<file path="src/rtl/mon_chain_reader.sv">
// Reads the serialized CIC integrator chain, computes the per-channel two-stage comb
// (differentiator), scales and saturates the result, and polices frame length.
module mon_chain_reader #(
    parameter int rwi   = 28,
    parameter int nchan = 2,
    parameter int owi   = 20,
    parameter int shift = 8
) (
    input  logic                  clk,
    input  logic                  rst_n,
    input  logic                  samp,
    input  logic signed [rwi-1:0] s_in,
    input  logic                  g_in,
    input  logic                  err_clr,
    output logic signed [owi-1:0] r_out,
    output logic        [3:0]     r_chan,
    output logic                  r_valid,
    output logic                  frame_done,
    output logic                  err_count,
    output logic                  err_sat
);
    localparam int ciw   = (nchan > 1) ? $clog2(nchan) : 1;
    localparam int depth = 1 << ciw;
    localparam logic [4:0] nchan_w = 5'(nchan);
    localparam logic signed [rwi-1:0] o_max = {{(rwi-owi+1){1'b0}}, {(owi-1){1'b1}}};
    localparam logic signed [rwi-1:0] o_min = {{(rwi-owi+1){1'b1}}, {(owi-1){1'b0}}};

    typedef enum logic [1:0] {IDLE, RUN, END} state_t;

    state_t state, state_nxt;

    logic [4:0] cnt, idx, frm_cnt, done_cnt;
    logic       accept, discard, in_end, frame_close;

    // NOTE: every signal assigned in an always_comb gets a value on every path, so no latches.
    always_comb begin
        idx     = samp ? 5'd0 : cnt;
        accept  = g_in && (idx < nchan_w);
        discard = g_in && !accept;
    end

    always_ff @(posedge clk or negedge rst_n) begin
        if (!rst_n) begin
            cnt <= '0;
        end else if (accept) begin
            cnt <= idx + 5'd1;
        end else if (samp) begin
            cnt <= '0;
        end
    end

    always_ff @(posedge clk or negedge rst_n) begin
        if (!rst_n) begin
            state <= IDLE;
        end else begin
            state <= state_nxt;
        end
    end

    // A non-zero frm_cnt in END means samp already opened the next frame; keep running it.
    always_comb begin
        state_nxt = state;
        unique case (state)
            IDLE:    if (accept) state_nxt = RUN;
            RUN:     if (samp || !g_in) state_nxt = END;
            END:     state_nxt = (accept || frm_cnt != 5'd0) ? RUN : IDLE;
            default: state_nxt = IDLE;
        endcase
    end

    always_comb begin
        frame_done  = (state == END);
        in_end      = (state == END);
        frame_close = (state == RUN) && (samp || !g_in);
    end

    always_ff @(posedge clk or negedge rst_n) begin
        if (!rst_n) begin
            frm_cnt  <= '0;
            done_cnt <= '0;
        end else if (frame_close) begin
            done_cnt <= frm_cnt;
            frm_cnt  <= {4'd0, accept};
        end else if (in_end && samp) begin
            frm_cnt <= {4'd0, accept};
        end else if (accept) begin
            frm_cnt <= frm_cnt + 5'd1;
        end
    end

    // Stage 0: capture the accepted word and its channel.
    logic                  acc0;
    logic [ciw-1:0]        ch0;
    logic signed [rwi-1:0] x0;

    always_ff @(posedge clk or negedge rst_n) begin
        if (!rst_n) begin
            acc0 <= 1'b0;
            ch0  <= '0;
            x0   <= '0;
        end else begin
            acc0 <= accept;
            ch0  <= idx[ciw-1:0];
            x0   <= s_in;
        end
    end

    // Stage 1: comb differences against per-channel history.
    logic signed [rwi-1:0] x_prev  [depth];
    logic signed [rwi-1:0] d1_prev [depth];
    logic        [1:0]     prime   [depth];
    logic signed [rwi-1:0] d1, d2, d2_q;
    logic                  primed, v1;
    logic [ciw-1:0]        ch1;

    always_comb begin
        d1     = x0 - x_prev[ch0];
        d2     = d1 - d1_prev[ch0];
        primed = (prime[ch0] == 2'd2);
    end

    // NOTE: the history is a handful of flops, not a RAM, so it is cleared by the async reset.
    always_ff @(posedge clk or negedge rst_n) begin
        if (!rst_n) begin
            for (int i = 0; i < depth; i++) begin
                x_prev[i]  <= '0;
                d1_prev[i] <= '0;
                prime[i]   <= '0;
            end
            d2_q <= '0;
            ch1  <= '0;
            v1   <= 1'b0;
        end else begin
            v1   <= acc0 && primed;
            ch1  <= ch0;
            d2_q <= d2;
            if (acc0) begin
                x_prev[ch0]  <= x0;
                d1_prev[ch0] <= d1;
                if (!primed) prime[ch0] <= prime[ch0] + 2'd1;
            end
        end
    end

    // Stage 2: scale, saturate and present.
    logic signed [rwi-1:0] sh;
    logic signed [owi-1:0] res;
    logic                  sat;

    always_comb begin
        sh  = d2_q >>> shift;
        sat = 1'b1;
        if (sh > o_max) begin
            res = o_max[owi-1:0];
        end else if (sh < o_min) begin
            res = o_min[owi-1:0];
        end else begin
            res = sh[owi-1:0];
            sat = 1'b0;
        end
    end

    always_ff @(posedge clk or negedge rst_n) begin
        if (!rst_n) begin
            r_out   <= '0;
            r_chan  <= '0;
            r_valid <= 1'b0;
        end else begin
            r_valid <= v1;
            if (v1) begin
                r_out  <= res;
                r_chan <= 4'(ch1);
            end
        end
    end

    // Sticky flags: a set event in the same cycle as err_clr wins.
    always_ff @(posedge clk or negedge rst_n) begin
        if (!rst_n) begin
            err_count <= 1'b0;
            err_sat   <= 1'b0;
        end else begin
            if (discard || (in_end && done_cnt != nchan_w)) begin
                err_count <= 1'b1;
            end else if (err_clr) begin
                err_count <= 1'b0;
            end
            if (v1 && sat) begin
                err_sat <= 1'b1;
            end else if (err_clr) begin
                err_sat <= 1'b0;
            end
        end
    end

endmodule

</file>
<file path="config.mk">
export PLATFORM = sky130hd
export DESIGN_NAME = mon_chain_reader
export DESIGN_NICKNAME = d
export VERILOG_FILES = /design/src/rtl/mon_chain_reader.sv
export SDC_FILE = /design/constraint.sdc
export NUM_CORES = 1
export LEC_CHECK = 0
export ABC_CLOCK_PERIOD_IN_PS = 7300
export BUFFER_PORTS_ARGS = -buffer_cell sky130_fd_sc_hd__buf_2
export CAP_MARGIN = 20
export CELL_PAD_IN_SITES_DETAIL_PLACEMENT = 1
export CELL_PAD_IN_SITES_GLOBAL_PLACEMENT = 1
export CORE_UTILIZATION = 25
export CTS_CLUSTER_DIAMETER = 120
export DETAILED_ROUTE_END_ITERATION = 8
export PLACE_DENSITY_LB_ADDON = 0.1
export RECOVER_POWER = 100
export SLEW_MARGIN = 20
export SYNTH_ARGS = -nofsm -noshare
export SYNTH_HDL_FRONTEND = slang
export SYNTH_SLANG_ARGS = --single-unit
</file>
<file path="constraint.sdc">
create_clock -name clk -period 7.3 [get_ports clk]
set_clock_uncertainty 0.05 [all_clocks]
set_input_delay 1.46 -clock clk [delete_from_list [all_inputs] [get_ports clk]]
set_output_delay 1.46 -clock clk [all_outputs]
set_load 0.05 [all_outputs]
</file>
==> flow_summary.ini <==
[place]
dp.cells = 1525
gp_congestion = 0.715
port_buffers = 57
hpwl_um = 17600
dp_slack_ns = 1.66

[cells_and_area]
drive_gt1_share_pct = 16.6
num-nets-final = 1099
instances_no_fill = 1572
diodes = 0
area_growth_pct = 15.4
finalCoreUtilization_pct = 29.3

[sta]
worst_pin_slew_ns = 4.17
rsz0062_at_grt = false
finalCriticalPeriod_ns = 6.12
max_freq_mhz = 163
fin_crit_sh_pct = 83.8
relSlewSlack_pct = -178
hold_viol_final = 0
timing.final.max_slew_violations = 386
setup_viol = 0
setup_slack_ns = 1.18
setup_tns_ns = 0

[synthesis]
ys_top_cells_by_area = dfrtp_1 49%, mux2_2 8.4%, ha_1 6.0%
ys_warn_count = 0
async_flop_share_pct = 100
netlist_instances = 965
ys_ff_latch = 209
netlist-cell-type-count = 73
synthFlopType = dfrtp_1
synth_common_cells = 209 x dfrtp_1, 114 x nand2_1, 80 x mux2_2
syn_area_per_cell_um2 = 11.1
synth_most_common_cell = dfrtp_1
yosysTopAreaCell = dfrtp_1
ys_seq_area_share_pct = 49.0
syn-cell-area_mm2 = 0.0107
netlist.area_leader.share_pct = 49.0
synth_edf_count = 0

[drt]
finalWirelength_um = 25400
drc = 0
dr.pass1.iters = 4
avgViaCountPerCell = 4.54
routedWlPerCell_um = 16.1
ant_nets = 0
dr.first_iter.drc_count = 207
dr_total_vias = 7139

[cts]
ctsHoldBuffers = 0
clkLatencyLatePin_ns = 0.53
clock_sinks = 209
clk_pin_slew_ns = 0.06
cts_resized = 0
cts_root_buf = clkbuf_16
htreeDepth = 1
clock_path_buffers = 3
cts_tree = done
cts_setup_buffers = 0
cts_made_buffers = 26

[die]
fp-row-count = 75
die_h_um = 209
die_w_um = 209
start_util_pct = 25.4
pin_count = 61
dieArea_mm2 = 0.0435
core-area_mm2 = 0.0420

[pwr]
ir_drop_mv = 0.157
pwr_density_cell_mw_per_mm2 = 560
total_power_mw = 6.89
p_leak_nw = 5.44

[flow_run]
maxCapViolCount = 5

[grt]
grt_overflow = 0
grt_pass1_vias = 7692
grt_usage_pct = 12.1
grt_pass1_wl_um = 42700
grt_max_degree = 116
antenna_found_initial = 0

[worst_setup_path]
cp-start-kind = register
cp.required_ns = 7.65
arrival_ns = 6.47
cp-end-kind = register
path_max_fanout = 20
crit_type = reg2reg

[outcome]
status = finished with violations
violations = max-capacitance violations, max-slew violations

[hold_path]
hold_class = reg2reg
## report_power, final
group	internal (mW)	total, mW	switching [mW]
sequential	1.65	1.88	0.239
clock	0.796	1.30	0.505
combinational	1.53	3.71	2.18
total	3.97	6.89	2.92
## flip-flops by register name, summed over array words and instances, names as in the netlist, 2 cells and up
register and cells:
d1_prev 56, x_prev 56, x0 28, d2_q 20, r_out 20, cnt 5
done_cnt 5, frm_cnt 5, prime 4, state 2
## cell type report
cell class | instances | area, um^2
clock inverter | 10 | 109
sequential | 209 | 5230
inverter | 32 | 120
timing repair buffer | 62 | 272
tap | 539 | 674
clock buffer | 37 | 763
multi-input combinational | 683 | 5140
fill | 4721 | 29700
## cells by family (layout without fill, tap and decap cells)
group                    after synthesis  in the layout  synth area share [%]
AND/OR/NAND/NOR                      237            237                  10.3
flip-flops                           209            209                  49.0
AO/OA/AOI/OAI                        197            197                  12.7
multiplexers                         136            136                  13.7
buffers and inverters                 75            141                  2.86
adder cells (fa/ha/maj)               56             56                  6.56
XOR/XNOR                              54             54                  4.83
other                                  1              3                0.0352
## cell usage in the layout (no fill, tap or decap), drive strengths merged, types with 3 or more instances in the layout
cell type  netlist  layout
clkinv           0       5
a21o            19      19
xnor2           25      25
mux2            81      81
inv             32      33
ha              51      51
or2              4       4
a221o            4       4
buf             17      27
nand2b           6       6
nand2          114     114
nand3b           3       3
a21oi           33      33
and3             7       7
nor3            16      16
o21a             7       7
nand4            7       7
a21boi           3       3
a221oi           3       3
xor2            26      26
a211o            3       3
dfrtp          209     209
mux2i           55      55
nor2b           11      11
o31ai           10      10
conb             1       3
nor2            37      37
a211oi           7       7
maj3             4       4
o211ai           7       7
clkbuf          26      72
o21ai           74      74
nand3           14      14
or3              3       3
and2             9       9
a31oi            5       5
## per-stage QoR
| stage | area [um^2] | hold WS [ns] |
|---|---|---|
| floorplan | 10700 | 0.324 |
| global placement | 11500 | 0.401 |
| detailed placement | 11500 | 0.412 |
| CTS | 12400 | 0.426 |
| global route | 12300 | 0.435 |
| finish | 12300 | 0.421 |
## critical path: stages (launching register included)
cell,delay [ns]
dfrtp_1,1.06
mux2i_1,0.29
ha_1,0.31
and2_0,0.22
a221oi_2,0.41
nand2_1,0.15
a21o_1,0.20
a21oi_1,0.16
xor2_1,0.26
inv_1,0.08
ha_1,0.30
nand2_1,0.08
a311o_1,0.34
o211ai_2,0.23
a21o_4,0.18
o211ai_2,0.14
a2111oi_4,0.39
nor3_1,0.17
a2bb2oi_2,0.18
a41o_1,0.27
o2111a_1,0.25
nor4_1,0.06
nand4b_1,0.18
## path summary, 6_finish.rpt
| path | start | endpoint | slack, ns | cells past startpoint |
|---|---|---|---|---|
| max in group asynchronous | rst_n | x_prev[51] | 2.48 | 2 |
| min in group asynchronous | rst_n | x0[6] | 1.81 | 1 |
| max reg2reg | ch0 | d2_q[26] | 1.18 | 22 |
| min reg2reg | prime[2] | prime[2] | 0.42 | 1 |
| min | prime[2] | prime[2] | 0.42 | 1 |
| max | ch0 | d2_q[26] | 1.18 | 22 |
## routing by layer
metal | vias to the layer above | GRT usage (%) | part of all wire, %
met4 | 0 | 3.52 | 2.1
met2 | 76 | 17.9 | 41
met3 | 32 | 1.69 | 3.0
li1 | 3503 | - | -
met1 | 3528 | 18.2 | 54
met5 | - | 0 | 0
(Power assumes the default switching activity.)
